File: src/rtl/ex_mem_skid.sv
// EX/MEM pipeline register with a valid/ready handshake and a 2-entry skid buffer.
// Carries GPR and HI/LO write-back results; adds backpressure, NOP bubbles, flush and a bubble counter.
module ex_mem_skid #(
  parameter int DATA_W = 32,
  parameter int ADDR_W = 5,
  parameter int CNT_W  = 16
) (
  input  logic              clk,
  input  logic              rst,
  input  logic              flush,
  input  logic              ex_valid,
  output logic              ex_ready,
  input  logic [ADDR_W-1:0] ex_wd,
  input  logic              ex_wreg,
  input  logic [DATA_W-1:0] ex_wdata,
  input  logic              ex_whilo,
  input  logic [DATA_W-1:0] ex_hi,
  input  logic [DATA_W-1:0] ex_lo,
  output logic              mem_valid,
  input  logic              mem_ready,
  output logic [ADDR_W-1:0] mem_wd,
  output logic              mem_wreg,
  output logic [DATA_W-1:0] mem_wdata,
  output logic              mem_whilo,
  output logic [DATA_W-1:0] mem_hi,
  output logic [DATA_W-1:0] mem_lo,
  output logic [CNT_W-1:0]  bubble_cnt
);

  typedef struct packed {
    logic [ADDR_W-1:0] wd;
    logic              wreg;
    logic [DATA_W-1:0] wdata;
    logic              whilo;
    logic [DATA_W-1:0] hi;
    logic [DATA_W-1:0] lo;
  } entry_t;

  // Encoding mirrors (main_v, skid_v); (0,1) is never entered.
  typedef enum logic [1:0] {
    EMPTY = 2'b00,
    FULL1 = 2'b10,
    FULL2 = 2'b11
  } state_e;

  state_e           state_q;
  entry_t           main_q;
  entry_t           skid_q;
  entry_t           ex_entry;
  logic [CNT_W-1:0] bubble_q;
  logic             accept;
  logic             pop;

  assign ex_entry = '{wd: ex_wd, wreg: ex_wreg, wdata: ex_wdata,
                      whilo: ex_whilo, hi: ex_hi, lo: ex_lo};

  // ex_ready depends only on registered state, never on mem_ready.
  assign ex_ready  = (state_q != FULL2);
  assign mem_valid = (state_q != EMPTY);
  assign accept    = ex_valid & ex_ready;
  assign pop       = mem_valid & mem_ready;

  // NOTE: payload registers are reset too, because the empty register must present a NOP (all zero) to MEM.
  // NOTE: every register here uses <= so all updates see the pre-edge values of state_q/main_q/skid_q.
  always_ff @(posedge clk or posedge rst) begin
    if (rst) begin
      state_q  <= EMPTY;
      main_q   <= '0;
      skid_q   <= '0;
      bubble_q <= '0;
    end else begin
      if (state_q == EMPTY && bubble_q != {CNT_W{1'b1}}) begin
        bubble_q <= bubble_q + 1'b1;
      end

      if (flush) begin
        state_q <= EMPTY;
        main_q  <= '0;
        skid_q  <= '0;
      end else begin
        case (state_q)
          EMPTY: begin
            if (accept) begin
              state_q <= FULL1;
              main_q  <= ex_entry;
            end
          end
          FULL1: begin
            if (pop && accept) begin
              main_q <= ex_entry;
            end else if (pop) begin
              state_q <= EMPTY;
              main_q  <= '0;
            end else if (accept) begin
              state_q <= FULL2;
              skid_q  <= ex_entry;
            end
          end
          FULL2: begin
            if (pop) begin
              state_q <= FULL1;
              main_q  <= skid_q;
              skid_q  <= '0;
            end
          end
          default: begin
            state_q <= EMPTY;
            main_q  <= '0;
            skid_q  <= '0;
          end
        endcase
      end
    end
  end

  assign mem_wd     = main_q.wd;
  assign mem_wreg   = main_q.wreg & mem_valid;
  assign mem_wdata  = main_q.wdata;
  assign mem_whilo  = main_q.whilo & mem_valid;
  assign mem_hi     = main_q.hi;
  assign mem_lo     = main_q.lo;
  assign bubble_cnt = bubble_q;

endmodule

File: config.mk
export PLATFORM = sky130hd
export DESIGN_NAME = ex_mem_skid
export DESIGN_NICKNAME = d
export VERILOG_FILES = /design/src/rtl/ex_mem_skid.sv
export SDC_FILE = /design/constraint.sdc
export NUM_CORES = 1
export LEC_CHECK = 0
export CORE_MARGIN = 8
export CORE_UTILIZATION = 31
export DETAILED_ROUTE_END_ITERATION = 10
export PLACE_DENSITY = 0.61
export SETUP_SLACK_MARGIN = 0.5
export SLEW_MARGIN = 40
export SYNTH_ARGS = -nofsm -noshare
export SYNTH_HDL_FRONTEND = slang
export SYNTH_SLANG_ARGS = --single-unit
File: constraint.sdc
create_clock -name clk -period 21.5 [get_ports clk]
set_clock_uncertainty 0.05 [all_clocks]
set_input_delay 2.15 -clock clk [delete_from_list [all_inputs] [get_ports clk]]
set_output_delay 2.15 -clock clk [all_outputs]
set_load 0.02 [all_outputs]
* Word level (Yosys, flattened, before mapping)
Index checks and enable logic that the tools add are counted.
Word-level totals: word-level logic and storage cells 55, register bits after elaboration 224
Operators by class: add/subtract/negate cells 1, equality and inequality tests 12, bitwise gates (word level) 4, reduce and logical (&&, ||, !) cells 7, muxes and demuxes 17
Operators with widths (count):
- $mux W103 | 8
- $pmux W103 S3 | 2
- $add A16 B1 Y16 const B | 1
- $ne A16 B16 Y1 const B | 1
- $ne A3 B3 Y1 const B | 5
- $mux W2 | 6
- $ne A4 B4 Y1 const B | 2
- $pmux W2 S3 | 1
- $reduce_and A5 Y1 | 1
- $and A1 B1 Y1 | 4
- $eq A2 B2 Y1 const B | 2
- $ne A2 B2 Y1 const B | 2
- $reduce_and A4 Y1 | 1
- $reduce_and A3 Y1 | 1
- $logic_and A1 B1 Y1 | 2
- $logic_not A2 Y1 | 1
- $reduce_bool A2 Y1 | 1

* Depth between registers and ports, before layout
Gate-level depths: netlist (run 1).
depth after elaboration 7, mapped depth 9

* Worst setup path after synthesis (run 1)
Ideal clock, no wire load.
path kind input to register, start point input port mem_ready, end point register main_q (netlist bit mem_wd[4]), path slack 18.117 ns, arrival 3.255 ns, stages 7, cell sequence nand2b_1 > o21ai_1 > or4b_1 > clkbuf_1 > buf_6 > buf_6 > o2bb2ai_1
Between the ends: longest elaborated chain between the ends 5
RTL lines:
- from (decl) | line 20 | input logic mem_ready,
- $and A1 B1 Y1 * | line 61 | assign pop = mem_valid & mem_ready;
- $logic_and A1 B1 Y1 | line 89 | if (pop && accept) begin
- $mux W103 | line 89
- $pmux W103 S3 | line 81 | case (state_q)
- $mux W103 | line 76 | if (flush) begin
- to (signal assigned) | line 85 | main_q <= ex_entry;
- to (signal assigned) | line 90 | main_q <= ex_entry;
- to (signal assigned) | line 102 | main_q <= skid_q;
- to (decl) | line 47 | entry_t main_q;
Every way passes the cells marked *; elsewhere a longest branch is shown, timed or not. A chain may end at the register's enable or synchronous reset.

* Worst setup path in the final report (run 1)
start point register state_q[0], end point output port mem_valid
Between the ends: longest elaborated chain between the ends 1
RTL lines:
- from (decl) | line 46 | state_e state_q;
- from (signal assigned) | line 67 | state_q <= EMPTY;
- from (signal assigned) | line 77 | state_q <= EMPTY;
- from (signal assigned) | line 84 | state_q <= FULL1;
- $reduce_bool A2 Y1 | line 59 | assign mem_valid = (state_q != EMPTY);
- to (decl) | line 19 | output logic mem_valid,
Every way passes these cells.

==> results of run 1 <==
[worst max path at each step]
stage                     depth (start not counted)                   endpoint  slack, ns
after global routing                              4                  mem_valid      16.92
after global placement                            6     skid_q[68]$_DFFE_PP0P_      16.27
final                                             4                  mem_valid      17.04
after floorplan                                   1  bubble_cnt[0]$_DFFE_PP0P_      13.17
after detailed placement                          4      mem_lo[7]$_DFFE_PP0P_      16.51
after CTS                                         4                  mem_valid      17.02
[cells in the mapped netlist, drive strengths merged, types with 3 or more instances]
library cell,n
nor4,4
a22oi,103
nor3,4
buf,127
mux2i,105
nand4,3
nand3,10
ha,5
clkbuf,44
inv,111
o2bb2ai,103
nor2b,4
nand2,110
dfrtp,224
a21oi,13
nor2,9
o21ai,5
xor2,5
[metal layers]
metal | GRT usage (%) | vias up
li1 | - | 3602
met1 | 18.99 | 3771
met2 | 21.73 | 219
met3 | 3.315 | 33
met4 | 3.263 | 0
met5 | 0 | -
[power by group through the flow]
stage / combinational (mW) / sequential (mW) / clock [mW]
5_1_grt: 0.732 / 0.619 / 0.496
4_1_cts: 0.688 / 0.605 / 0.480
3_3_place_gp: 0.674 / 0.609 / 0
2_1_floorplan: 0.502 / 0.593 / 0
6_report: 0.674 / 0.605 / 0.464
3_5_place_dp: 0.685 / 0.609 / 0
[stage by stage]
stage,utilization (%),cells,worst slack [ns],hold WS [ns]
5_1_grt,39.69,1580,16.92,0.4452
3_3_place_gp,36.87,1532,16.27,0.4165
6_report,39.69,1580,17.04,0.4332
4_1_cts,39.65,1580,17.02,0.4405
3_5_place_dp,37.05,1534,16.51,0.4227
2_1_floorplan,-,1010,13.17,0.3986
[state kept, by name, indices dropped and copies added, names as in the netlist]
register    flops
mem_wd          5
skid_q        103
state_q         2
bubble_cnt     16
mem_lo         32
main_q          2
mem_wdata      32
mem_hi         32
[layout by cell type (no fill, tap or decap), types with 2 or more instances in the layout]
master / netlist / layout
buf_4: 108 / 6
buf_16: 0 / 2
clkdlybuf4s50_1: 0 / 228
o21ai_0: 4 / 4
buf_6: 8 / 4
clkinvlp_4: 0 / 2
a21oi_1: 13 / 12
xor2_1: 5 / 5
and3_1: 2 / 2
clkinv_2: 0 / 5
nand2_1: 110 / 110
nor3_1: 4 / 4
inv_1: 111 / 110
a22oi_1: 103 / 103
nor4_1: 3 / 3
clkbuf_16: 0 / 27
clkbuf_1: 44 / 5
clkbuf_8: 0 / 3
nor2_1: 9 / 9
mux2i_1: 105 / 105
nand3_1: 10 / 10
nor2b_1: 4 / 3
nand4_1: 3 / 3
o2bb2ai_1: 103 / 103
bufinv_16: 0 / 4
and4_1: 2 / 2
a21o_1: 2 / 2
ha_1: 5 / 4
dfrtp_1: 224 / 224
nand2b_1: 2 / 2
[final cells by class]
type                    instances  area share [%]
clock inverters                11           1.171
flip-flops and latches        224           40.99
repair buffers                240           17.75
inverters                     111           3.138
multi-input cells             504           27.41
clock buffers                  35           5.380
well taps                     455           4.163
[cells by family after synthesis]
group / Yosys count / synth area share [%]
simple gates: 155 / 6.253
fa+ha+maj: 5 / 0.5779
xor+xnor: 6 / 0.4854
compound gates: 231 / 16.83
buf+inv: 282 / 14.16
flops: 224 / 51.78
mux: 107 / 9.917
==> results by group, run 1 <==
Detailed routing
  • Antenna-violating nets left: 0
  • M1 WL: 13610 um
  • Drt first pass iters: 5
  • WL met2: 13340 um
  • Met3 wire length: 1819 um
  • Drt via density: 4.826
  • Top layer reached by signal wires: met4
  • Via count: 7625
  • DR WL/cell: 18.54 um
  • Residual DRC count: 0
  • Final Routed Wirelength: 29290 um
  • DR iter-0 viols: 518

Clock network
  • Clock Sink Count: 224
  • TritonCTS clock tree: built
  • CTS Buffer Depth: 3
  • Postcts setup bufs: 0
  • Root buffer cell: clkbuf_16
  • Clock Latency Late Sink: 0.52 ns
  • Post-CTS Resized: 0
  • Num CTS Buffers: 26
  • H-tree levels: 1
  • Cts hold-fix bufs: 0
  • Clock transition at path regs: 0.06 ns

Power
  • Switch share: 37.00%
  • Worst vdd ir: 0.09323 mV
  • Power Density: 127.4 nW/um2
  • Leakage: 5.800 nW
  • Clock Power Share: 26.6%
  • Combinational fraction of design power: 38.7%
  • Switching power: 0.6446 mW
  • Int Pwr: 1.098 mW
  • Sequential power share: 34.7%
  • Power Total: 1.742 mW

Floorplanning
  • Ports: 229
  • Die W: 202.9 um
  • Core area: 34460 um2
  • Cell row count: 68
  • Total die area: 41160 um2
  • Initial cell density of the core: 31.42%
  • Die Height: 202.9 um

Finish
  • Share of cells above drive strength 1: 5.511%
  • Nets: 1220
  • N_diodes: 0
  • Fill cells: 3326
  • Design Area, Final: 13680 um2
  • Area of the multi-input gates: 3749 um2
  • Register Area: 5605 um2
  • Syn-to-layout area delta: 26.33%

Synthesis
  • Primary FF master, synth: dfrtp_1
  • Sequential share of the synthesized area: 51.78%
  • Post-synthesis register bit count: 224
  • Post-synthesis net count: 1123
  • Asr flop ratio synth: 100.0%
  • Area leader, netlist: dfrtp_1
  • Distinct cells, synth: 39
  • Top cells by area, synth: dfrtp_1, mux2i_1, o2bb2ai_1, buf_4, a22oi_1
  • Cell Area, Synth: 10830 um2
  • Area share of the largest cell type after synthesis: 51.78%
  • EDFF count, synth: 0
  • Avg Inst Size Synth: 10.72 um2
  • Cells after synthesis: 1010
  • Synth warnings: 0

Worst hold path
  • Hold Path Sink: mem_lo[20]$_DFFE_PP0P_
  • Hold Crit Depth: 1
  • HP Start: mem_lo[20]$_DFFE_PP0P_
  • Hold crit path type: reg2reg

Placement
  • Area after DPL: 12770 um2
  • Gp weighted congestion: 0.7831
  • Post-DP HPWL: 18440 um
  • Port bufs: 228

Global routing
  • Vias in the first global route: 7993
  • GRT overflow: 0
  • Pin count of the biggest net entering global routing: 109
  • Initial antenna violation count: 0
  • GR Util All Layers: 13.82%
  • First-pass GRT wire length: 46730 um

Run
  • Max cap viols: 0

Setup path
  • Worst path bufs/invs: 3
  • Critical path required time: 19.30 ns
  • Setup crit start: state_q[0]$_DFFE_PP0P_
  • R2R cell count: 8
  • R2r startpoint: state_q[0]$_DFFE_PP0P_
  • Register-to-register setup slack: 18.46 ns
  • CP startpoint kind: flip-flop
  • Crit path cell chain: inv_1 -> ha_1 -> inv_1 -> clkdlybuf4s50_1
  • CP max-delay cell: clkdlybuf4s50_1
  • Worst setup EP type: output pin
  • CP Class: reg2out
  • Reg-to-Reg End: mem_lo[12]$_DFFE_PP0P_
  • Crit Path Max Fanout: 13
  • Worst EP arrival: 2.26 ns
  • Crit path top cell by count: inv_1
  • CP peak stage delay: 0.59 ns
  • CP delay by family, top: buffers and inverters

STA
  • Worst-margin pin slew: 0.8153 ns
  • Final Slew Violations: 0
  • Final Hold Vio Count: 0
  • Fmax: 0.2244 GHz
  • RSZ-0062 raised after global routing: false
  • Final cycle utilization of the critical path: 20.72%
  • Finish-stage setup viols: 0
  • Post-layout min period: 4.455 ns
  • Relative slew slack: 45.65%
  • Setup TNS: 0 ns

Outcome
  • Status: completed
Note: power is estimated with default switching activity, not from simulation.
==> inputs of run 2 (changes only) <==
PLACE_DENSITY = 0.63   (was 0.61)
clock period = 3.9 ns   (was 21.5 ns; I/O delays follow)
==> run 2 against run 1 <==
Compared with the run above: die area did not move; non-clock buffer count did not move; via count rose by 1.7%; worst setup slack got worse by 16 ns; routed wire length rose by 3.2%; register-to-register slack got worse by 17 ns; flip-flop and latch count did not move; sequential power rose to 5.5 times the previous value; combinational power rose to 5.6 times the previous value; design area barely moved; count of clock-buffer cells in the layout rose by 2; final cell count barely moved; highest routed layer is now met5.
==> results by group, run 2 (synthesis gave the netlist of run 1 again) <==
Global routing
  • Met3 usage: 3.554%
  • GRT overflow: 0
  • Pin count of the biggest net entering global routing: 121
  • GR peak layer: met2
  • Global Route met1 Usage: 19.29%
  • Vias in the first global route: 8375
  • GR Util All Layers: 14.31%
  • GR Layer Usage met2: 22.83%
  • Initial antenna violation count: 1
  • First-pass GRT wire length: 48400 um

Clock network
  • Post-CTS Resized: 0
  • Clock transition at path regs: 0.06 ns
  • Clock Sink Count: 224
  • TritonCTS clock tree: built
  • Cts hold-fix bufs: 0
  • Clock Latency Late Sink: 0.52 ns
  • Num CTS Buffers: 26
  • H-tree levels: 1
  • Root buffer cell: clkbuf_16
  • Postcts setup bufs: 0
  • CTS Buffer Depth: 3

Run
  • Max cap viols: 0

Floorplanning
  • Die W: 202.9 um
  • Core area: 34460 um2
  • Total die area: 41160 um2
  • Initial cell density of the core: 31.42%
  • Die Height: 202.9 um
  • Cell row count: 68
  • Ports: 229

Setup path
  • Crit Path Max Fanout: 52
  • R2r startpoint: state_q[0]$_DFFE_PP0P_
  • Crit path cell chain: ha_4 -> buf_4 -> inv_1 -> clkdlybuf4s50_1
  • End of the critical path: ex_ready
  • CP max-delay cell: clkdlybuf4s50_1
  • R2R cell count: 7
  • Worst EP arrival: 2.39 ns
  • Setup crit start: state_q[0]$_DFFE_PP0P_
  • Register-to-register setup slack: 1.07 ns
  • CP peak stage delay: 0.60 ns
  • Worst setup EP type: output pin
  • Critical path required time: 3.46 ns
  • Reg-to-Reg End: mem_hi[9]$_DFFE_PP0P_
  • CP startpoint kind: flip-flop
  • CP Class: reg2out

STA
  • PnR worst setup slack: 1.067 ns
  • Post-layout min period: 2.833 ns
  • Fmax: 0.3530 GHz
  • Final Slew Violations: 0
  • Finish-stage setup viols: 0
  • Setup TNS: 0 ns
  • Relative slew slack: 51.56%
  • Fin Hold WS: 0.1765 ns
  • RSZ-0062 raised after global routing: false
  • Final Hold Vio Count: 0
  • Worst-margin pin slew: 0.7266 ns
  • Final cycle utilization of the critical path: 72.63%

Finish
  • Fin cells: 1581
  • Core Util, Final: 39.70%
  • Syn-to-layout area delta: 26.36%
  • Nets: 1220
  • Most frequent cells in the layout: clkdlybuf4s50_1, dfrtp_1, nand2_1, inv_1, mux2i_1
  • Commonest non-fill, non-tap cell in the layout: clkdlybuf4s50_1
  • Area of the multi-input gates: 3749 um2
  • Max FFs per register: 103
  • Largest register by flop count: skid_q
  • Fill cells: 3316
  • Register Area: 5605 um2
  • N_diodes: 0
  • Design Area, Final: 13680 um2
  • Share of cells above drive strength 1: 5.417%

Placement
  • Pre-CTS setup slack: 1.080 ns
  • Post-DP HPWL: 19060 um
  • Gp weighted congestion: 0.7775
  • Area after DPL: 12800 um2
  • Port bufs: 228
  • Placed cells: 1534

Power
  • Power Density: 704.0 nW/um2
  • Power Total: 9.630 mW
  • Leakage: 5.792 nW
  • Worst vdd ir: 0.3520 mV

Detailed routing
  • DR iter-0 viols: 437
  • DR WL/cell: 19.13 um
  • Drt first pass iters: 5
  • Antenna-violating nets left: 0
  • Final Routed Wirelength: 30240 um
  • Residual DRC count: 0
  • Drt via density: 4.904
  • Via count: 7754

Outcome
  • Status: completed

Worst hold path
  • Hold crit path type: in2async
run 2: worst min-delay path by stage:
stage / start / to / slack [ns] / cells after the start
2_1_floorplan: main_q[64]$_DFFE_PP0P_ / main_q[64]$_DFFE_PP0P_ / 0.40 / 1
3_3_place_gp: mem_wdata[11]$_DFFE_PP0P_ / mem_wdata[11]$_DFFE_PP0P_ / 0.42 / 1
3_5_place_dp: mem_wdata[20]$_DFFE_PP0P_ / mem_wdata[20]$_DFFE_PP0P_ / 0.42 / 1
4_1_cts: rst / mem_lo[21]$_DFFE_PP0P_ / 0.16 / 2
5_1_grt: rst / bubble_cnt[13]$_DFFE_PP0P_ / 0.20 / 2
6_report: rst / mem_lo[21]$_DFFE_PP0P_ / 0.18 / 2
run 2: critical path: cells and delay by family, from the launching register on:
| kind | cells | cell delay (ns) |
|---|---|---|
| fa+ha+maj | 1 | 0.16 |
| buf+inv | 3 | 1.26 |
| flops | 1 | 0.44 |
run 2: metal layers:
| layer | vias to the layer above | part of all wire, % |
|---|---|---|
| li1 | 3589 | - |
| met1 | 3935 | 46 |
| met2 | 194 | 46 |
| met3 | 34 | 6.2 |
| met4 | 2 | 1.6 |
| met5 | - | 0.043 |
run 2: power by group:
part / internal (mW) / total (mW) / switching, mW
sequential: 2.92 / 3.34 / 0.425
clock: 1.52 / 2.50 / 0.982
combinational: 1.57 / 3.78 / 2.21
run 2: final cells by class:
cell class	instances	share of cell area (%)
inverters	111	3.073
repair buffers	240	17.98
clock buffers	37	5.433
flip-flops and latches	224	40.98
well taps	455	4.162
multi-input cells	504	27.40
clock inverters	10	0.9695
